## src/rtl/nibble_serial_subtractor.sv

```systemverilog
// Multi-cycle subtractor: a - b - bin over WIDTH bits, one 4-bit borrow-lookahead
// slice per clock (LSB nibble first), with a start/busy/done handshake.
module nibble_serial_subtractor #(
    parameter int WIDTH = 16
) (
    input  logic             clk,
    input  logic             rst,
    input  logic             start,
    input  logic [WIDTH-1:0] a,
    input  logic [WIDTH-1:0] b,
    input  logic             bin,
    output logic             busy,
    output logic             done,
    output logic [WIDTH-1:0] diff,
    output logic             bout,
    output logic             zero,
    output logic             ovf
);
    localparam int NIB = WIDTH / 4;
    localparam int CW  = (NIB > 1) ? $clog2(NIB) : 1;
    localparam logic [CW-1:0] LAST = CW'(NIB - 1);

    typedef enum logic {IDLE, RUN} state_t;

    state_t           state_reg, state_next;
    logic [CW-1:0]    cnt_reg, cnt_next;
    logic [WIDTH-1:0] a_reg, a_next;
    logic [WIDTH-1:0] b_reg, b_next;
    logic             borrow_reg, borrow_next;
    logic [WIDTH-1:0] diff_reg, diff_next;
    logic             bout_reg, bout_next;
    logic             zero_reg, zero_next;
    logic             ovf_reg, ovf_next;
    logic             done_reg, done_next;

    // Borrow-lookahead slice on the current (lowest) nibble of the shift registers
    logic [3:0] x, y, g, p, d;
    logic [4:0] c;

    assign x    = a_reg[3:0];
    assign y    = b_reg[3:0];
    assign c[0] = borrow_reg;

    genvar gi;
    generate
        for (gi = 0; gi < 4; gi++) begin : g_bit
            assign g[gi] = ~x[gi] & y[gi];
            assign p[gi] = ~(x[gi] ^ y[gi]);
            assign d[gi] = x[gi] ^ y[gi] ^ c[gi];
        end
    endgenerate

    assign c[1] = g[0] | (p[0] & c[0]);
    assign c[2] = g[1] | (p[1] & g[0]) | (p[1] & p[0] & c[0]);
    assign c[3] = g[2] | (p[2] & g[1]) | (p[2] & p[1] & g[0])
                | (p[2] & p[1] & p[0] & c[0]);
    assign c[4] = g[3] | (p[3] & g[2]) | (p[3] & p[2] & g[1])
                | (p[3] & p[2] & p[1] & g[0]) | (p[3] & p[2] & p[1] & p[0] & c[0]);

    // acc_shift is the partial difference with the current nibble placed on top;
    // after the last nibble it is the complete result.
    logic [WIDTH-1:0] a_shift, b_shift, acc_shift;

    generate
        if (NIB == 1) begin : g_single
            assign a_shift   = a_reg;
            assign b_shift   = b_reg;
            assign acc_shift = d;
        end else begin : g_multi
            logic [WIDTH-5:0] part_reg;

            assign a_shift   = {4'b0000, a_reg[WIDTH-1:4]};
            assign b_shift   = {4'b0000, b_reg[WIDTH-1:4]};
            assign acc_shift = {d, part_reg};

            always_ff @(posedge clk) begin
                if (rst) begin
                    part_reg <= '0;
                end else if (state_reg == RUN) begin
                    part_reg <= acc_shift[WIDTH-1:4];
                end
            end
        end
    endgenerate

    always_comb begin
        state_next  = state_reg;
        cnt_next    = cnt_reg;
        a_next      = a_reg;
        b_next      = b_reg;
        borrow_next = borrow_reg;
        diff_next   = diff_reg;
        bout_next   = bout_reg;
        zero_next   = zero_reg;
        ovf_next    = ovf_reg;
        done_next   = 1'b0;

        case (state_reg)
            IDLE: begin
                if (start) begin
                    state_next  = RUN;
                    cnt_next    = '0;
                    a_next      = a;
                    b_next      = b;
                    borrow_next = bin;
                end
            end
            RUN: begin
                a_next      = a_shift;
                b_next      = b_shift;
                borrow_next = c[4];
                cnt_next    = cnt_reg + CW'(1);
                if (cnt_reg == LAST) begin
                    // On the last nibble x[3]/y[3] are the operand sign bits
                    state_next = IDLE;
                    cnt_next   = '0;
                    done_next  = 1'b1;
                    diff_next  = acc_shift;
                    bout_next  = c[4];
                    zero_next  = (acc_shift == '0);
                    ovf_next   = (x[3] != y[3]) && (d[3] != x[3]);
                end
            end
            default: begin
                state_next = IDLE;
            end
        endcase
    end

    always_ff @(posedge clk) begin
        if (rst) begin
            state_reg  <= IDLE;
            cnt_reg    <= '0;
            a_reg      <= '0;
            b_reg      <= '0;
            borrow_reg <= 1'b0;
            diff_reg   <= '0;
            bout_reg   <= 1'b0;
            zero_reg   <= 1'b0;
            ovf_reg    <= 1'b0;
            done_reg   <= 1'b0;
        end else begin
            state_reg  <= state_next;
            cnt_reg    <= cnt_next;
            a_reg      <= a_next;
            b_reg      <= b_next;
            borrow_reg <= borrow_next;
            diff_reg   <= diff_next;
            bout_reg   <= bout_next;
            zero_reg   <= zero_next;
            ovf_reg    <= ovf_next;
            done_reg   <= done_next;
        end
    end

    assign busy = (state_reg == RUN);
    assign done = done_reg;
    assign diff = diff_reg;
    assign bout = bout_reg;
    assign zero = zero_reg;
    assign ovf  = ovf_reg;

endmodule

```

## config.mk

```make
export PLATFORM = sky130hd
export DESIGN_NAME = nibble_serial_subtractor
export DESIGN_NICKNAME = d
export VERILOG_FILES = /design/src/rtl/nibble_serial_subtractor.sv
export SDC_FILE = /design/constraint.sdc
export NUM_CORES = 1
export LEC_CHECK = 0
export BUFFER_PORTS_ARGS = -buffer_cell sky130_fd_sc_hd__buf_2
export CAP_MARGIN = 20
export CORE_MARGIN = 8
export CORE_UTILIZATION = 45
export CTS_CLUSTER_SIZE = 30
export DETAILED_ROUTE_END_ITERATION = 7
export GPL_ROUTABILITY_DRIVEN = 0
export MAX_ROUTING_LAYER = met4
export PLACE_DENSITY = 0.78
export RECOVER_POWER = 50
export SLEW_MARGIN = 20
export SYNTH_ARGS = -nofsm -noshare
export SYNTH_HDL_FRONTEND = slang
export SYNTH_SLANG_ARGS = --single-unit
```

## constraint.sdc

```tcl
create_clock -name clk -period 1.8 [get_ports clk]
set_input_delay 0.09 -clock clk [delete_from_list [all_inputs] [get_ports clk]]
set_output_delay 0.09 -clock clk [all_outputs]
set_load 0.01 [all_outputs]
```

# Yosys cells after proc, flatten, opt, wreduce, memory -nomap -nowiden
# Cells that the tools add are included.
[word_totals]
mem_count = 0
mem_bits_rw = 0
mem_bits_ro = 0
inputBits = 36
register_bits = 68
output_inout_bits = 21
latch_bits = 0
wordCells = 80
[op_classes]
muxes = 13
bitwise_logic = 47
add_sub_neg = 1
n_shift = 0
n_lt_le_gt_ge = 0
eq_ne = 4
n_reduce_logical = 4
n_mul = 0
div_mod_pow = 0
[ops]
columns = ["cell", "n"]
rows = [
  ["16-bit one-hot mux with 2 select lines", 2],
  ["16-bit 2-to-1 mux", 2],
  ["1-bit bitwise AND", 20],
  ["16-bit logical NOT", 1],
  ["1-bit bitwise OR", 10],
  ["1-bit inverter", 9],
  ["1-bit XOR", 8],
  ["1-bit 2-to-1 mux", 4],
  ["2-bit 2-to-1 mux", 2],
  ["1-bit one-hot mux with 2 select lines", 2],
  ["2-bit one-hot mux with 2 select lines", 1],
  ["2-bit by 1-bit adder with 2-bit output, second input constant", 1],
  ["2-bit equality test, second input constant", 1],
  ["1-bit != test", 2],
  ["2-bit != test, second input constant", 1],
  ["2-bit AND reduction", 1],
  ["2-bit OR reduction", 1],
  ["1-bit logical AND", 1],
]

# Longest topological paths before layout
[depth]
ltp_word = 9
mapped_depth = 6
mapped_depth_nobuf = 6

# Worst setup path after synthesis
# No wires, ideal clock.
[synth_timing]
kind = "reg2reg"
from = "reg a_reg[0]"
to = "reg zero_reg (netlist: zero)"
path_buffers = 0
arrival_time_ns = 1.467
period_less_slack_ns = 1.582
setup_time_ns = 0.115
required_time_ns = 1.685
setup_slack_ns = 0.218
stages_incl_launch_ff = 7
path_cell_list = "dfxtp_1 -> inv_1 -> ha_1 -> a211oi_1 -> o21bai_1 -> xor2_1 -> a31o_1"
[synth_via]
elab_chain_cells = 7
elab_cells_between_ends = 21
classes_between = "20 x bitwise; 1 x reduce/logical"
[synth_lines]
columns = ["item", "line_no", "text"]
rows = [
  ["start, declared", "27", "logic [WIDTH-1:0] a_reg, a_next;"],
  ["start signal, assigned", "145", "a_reg <= a_next;"],
  ["1-bit inverter or 1-bit XOR (tied branches)", "47, 48, 49", ""],
  ["1-bit bitwise AND or 1-bit inverter (tied branches)", "47, 48", ""],
  ["1-bit bitwise AND, on equally long branches", "54, 55, 56", ""],
  ["1-bit bitwise OR, or another cell as far along", "54", "assign c[2] = g[1] | (p[1] & g[0]) | (p[1] & p[0] & c[0]);"],
  ["1-bit bitwise OR, on equally long branches", "54, 56", ""],
  ["1-bit XOR", "49", "assign d[gi] = x[gi] ^ y[gi] ^ c[gi];"],
  ["16-bit logical NOT (*)", "120", "zero_next = (acc_shift == '0);"],
  ["end signal, assigned", "150", "zero_reg <= zero_next;"],
  ["end, declared", "32", "logic zero_reg, zero_next;"],
]
# Every way passes the cells marked *; elsewhere a longest branch is shown, timed or not.
# A chain may end at the register's enable or synchronous reset.

# Final worst setup path
# Same ends and word-level chain as after synthesis.

==> results.toml <==
[setup_path]
reg2reg_setup_slack_ns = 0.16
worstPathRequired_ns = 2.04
worst_r2r_startpoint = "a_reg[0]$_SDFFE_PP0P_"
slowest_stage = "sky130_fd_sc_hd__dfxtp_1"
cp.arrival_ns = 1.88
timing_endpoint_of_the_critical_path = "zero$_SDFFE_PP0P_"
worstSetupPathType = "flop to flop"
worst_setup_path_start_kind = "flop"
reg2reg_depth = 6
critical_path.max_fanout = 3
critical_path.startpoint = "a_reg[0]$_SDFFE_PP0P_"
cell_chain_critical_path = "inv_1 > ha_1 > a211oi_2 > o21bai_2 > xor2_1 > a31o_1"
critical-path-max-stage-delay_ns = 0.38
rr_endpoint = "zero$_SDFFE_PP0P_"
endpoint_kind = "flop"

[layout]
num-fill-cells = 549
post-route-util_pct = 56.7
syn2layout_area_growth_pct = 21.5
layout.nets = 396
fraction_of_layout_cells_with_a_size_suffix_above_1_pct = 18.2

[place]
hpwl_mm = 4.16
port_buffers = 56

[route]
drt_iter0_markers = 70
via_count = 2139
route.antenna.remaining_nets = 0
route.detailed.drc = 0
met3WireLength_um = 404
drt_wl_total_mm = 6.01
via_per_inst = 4.94
route.detailed.wl_per_inst_um = 13.9
met2WireLength_mm = 2.74
drt_pre_antenna_iters = 4
wl_met1_mm = 2.76
top_signal_layer_used = "met4"

[clock_network]
post-cts-setup-buffer-count = 0
ctsHtreeMaxLevel = 3
worst_setup_hold_path_clk_slew_ns = 0.07
clock_insertion_delay_worst_skew_ns = 0.34
cts.sinks = 68
clock_tree_root_buffer_cell = "sky130_fd_sc_hd__clkbuf_8"
cts_tree = "yes"
cts.path.max_buffers = 2
tritoncts.num_buffers = 9

[timing]
maxSlewViolCount = 0
max_freq_ghz = 0.610
fin_skew_ns = 0.00704
setup_repair_after_global_routing_missed_its_margin = "no"
timing.slew.headroom_pct = 54.4
post_route_minimum_period_ns = 1.64
report.final.hold_viol_count = 0
max_slew.worst_pin.slew_ns = 0.683
fin_tns_setup_ns = 0
post-route-period-util_pct = 91.1
setup_viol = 0

[power]
static-leakage-power_uw = 0.00148
p_sw_uw = 811
sw_frac_of_total_pct = 25.1
power.share.combinational_pct = 12.2
intPower_uw = 2410
power.sequential.fraction_pct = 49.9
pwr-share-clk_pct = 37.8
power_uw = 3230
power_per_cell_area_nw_per_um2 = 960
vdd_drop_max_uv = 528

[yosys]
syn-instance-count = 292
synth_area_leader_cell = "sky130_fd_sc_hd__dfxtp_1"
yosysWarnings = 0
synth-seq-area-share_pct = 49.3
synth_top_area_share_pct = 49.3
netlist-cell-type-count = 34
synth-edff-count = 0
ys_async_sr_fraction_pct = 0
netlist_top_cells_area = "sky130_fd_sc_hd__dfxtp_1 49%, sky130_fd_sc_hd__mux2i_1 15%, sky130_fd_sc_hd__nor2_1 9.6%"
postSynthAreaPerCell_sq_um = 9.47
synth-main-ff-cell = "sky130_fd_sc_hd__dfxtp_1"
synth_nets = 335
ys_seq_elements = 68
syn_area_sq_um = 2760

[floorplanning]
dieArea_sq_um = 8910
num_rows = 28
boundary_pins = 57
start_util_pct = 46.7
die_x_extent_um = 94.4
design.core.area_sq_um = 5920
die_y_um = 94.4

[global_routing]
global_route.usage.total_pct = 14.7
antenna_violations_before_repair = 1
grt_max_degree = 55
grt_first_pass_wirelength_mm = 9.96
total_overflow_reported_by_the_global_router = 0
first_global_vias = 2101

[outcome]
run_status = "completed"

[run]
cap_violations = 0

[hold_path]
min_path_type = "primary input to flop"
-- placed cells by master, fill, tap and decap left out, types with 2 or more instances in the layout --
cell type                       Yosys  routed
sky130_fd_sc_hd__nand2_1            5       5
sky130_fd_sc_hd__dlygate4sd3_1      0       8
sky130_fd_sc_hd__o21ai_0            5       5
sky130_fd_sc_hd__clkbuf_1           7      21
sky130_fd_sc_hd__nor2_1            71      71
sky130_fd_sc_hd__clkbuf_8           0      10
sky130_fd_sc_hd__nor3_1             2       2
sky130_fd_sc_hd__xnor2_1            3       2
sky130_fd_sc_hd__a22o_1            12      12
sky130_fd_sc_hd__buf_4              2       3
sky130_fd_sc_hd__a211oi_1           6       5
sky130_fd_sc_hd__ha_1               6       6
sky130_fd_sc_hd__buf_2              6      36
sky130_fd_sc_hd__a21oi_1           29      29
sky130_fd_sc_hd__inv_1              7       7
sky130_fd_sc_hd__dfxtp_1           68      68
sky130_fd_sc_hd__clkinv_2           0       3
sky130_fd_sc_hd__mux2i_1           41      41
-- critical path: cells and delay by family (launching register included) --
| kind | cells | cell delay, ns |
|---|---|---|
| AOI/OAI and AO/OA | 3 | 0.59 |
| DFF | 1 | 0.38 |
| adders and majority gates | 1 | 0.32 |
| xor gates and xnor gates | 1 | 0.18 |
| buffers and inverters | 1 | 0.08 |
-- power by group through the flow --
stage | combinational [uW] | sequential, uW | clock, uW
floorplan | 283 | 1630 | 0
CTS | 390 | 1610 | 1250
global placement | 364 | 1640 | 0
detailed placement | 375 | 1650 | 0
finish | 394 | 1610 | 1220
global route | 443 | 1620 | 1330
-- routing by layer --
| layer | up-vias | GRT usage, % |
|---|---|---|
| met5 | - | - |
| met4 | 0 | 7.93 |
| met3 | 7 | 4.13 |
| met2 | 62 | 22.2 |
| met1 | 941 | 17.2 |
| li1 | 1129 | - |
-- cell usage after synthesis, drive strengths merged, types with 2 or more instances --
cell	instances
mux2i	41
inv	8
nor2	71
nand2	5
ha	6
a21oi	29
a211oi	6
nor3	2
a22o	13
o21ai	5
nor4	2
dfxtp	68
buf	13
clkbuf	7
xnor2	3
-- worst min path at each step --
stage          startpoint                 endpoint  slack, ns  depth (start not counted)
2_1_floorplan       a[12]   a_reg[12]$_SDFFE_PP0P_       0.24                          2
3_3_place_gp        b[14]   b_reg[14]$_SDFFE_PP0P_       0.33                          3
3_5_place_dp        b[15]   b_reg[15]$_SDFFE_PP0P_       0.33                          3
4_1_cts               rst  cnt_reg[1]$_SDFFE_PP0P_       0.04                          2
5_1_grt               rst   a_reg[11]$_SDFFE_PP0P_       0.06                          2
6_report              rst  cnt_reg[0]$_SDFFE_PP0P_       0.05                          2
-- repair_timing --
action	in CTS	in global routing
resized for setup	0	3
setup endpoints to repair	0	3
hold buffers	8	0
hold endpoints to repair	8	0
-- kinds of logic after synthesis --
logic type | Yosys count | synth area share, %
adder cells (fa/ha/maj) | 7 | 3.44
AO/OA/AOI/OAI | 58 | 13.4
multiplexers | 41 | 14.8
buffers and inverters | 28 | 4.62
AND/OR/NAND/NOR | 86 | 13.2
XOR/XNOR | 4 | 1.27
flip-flops | 68 | 49.3
-- cell type report --
type	count	area [sq um]	share of cell area (%)
timing repair buffer	70	389	11.6
clock inverter	5	52.6	1.56
sequential	68	1360	40.5
inverter	8	30.0	0.894
multi-input combinational	196	1290	38.5
antenna	1	2.50	0.0745
clock buffer	10	138	4.10
tap	75	93.8	2.79
-- stage by stage --
step / hold slack (ns) / instance area, sq um / cells / setup slack (ns)
after CTS: 0.0396 / 3380 / 432 / 0.0707
after floorplan: 0.237 / 2760 / 292 / 0.218
final: 0.0471 / 3360 / 433 / 0.161
after global placement: 0.326 / 3110 / 409 / 0.160
after detailed placement: 0.334 / 3110 / 409 / 0.0825
after global routing: 0.0596 / 3360 / 433 / 0.00451
(Power assumes the default switching activity.)
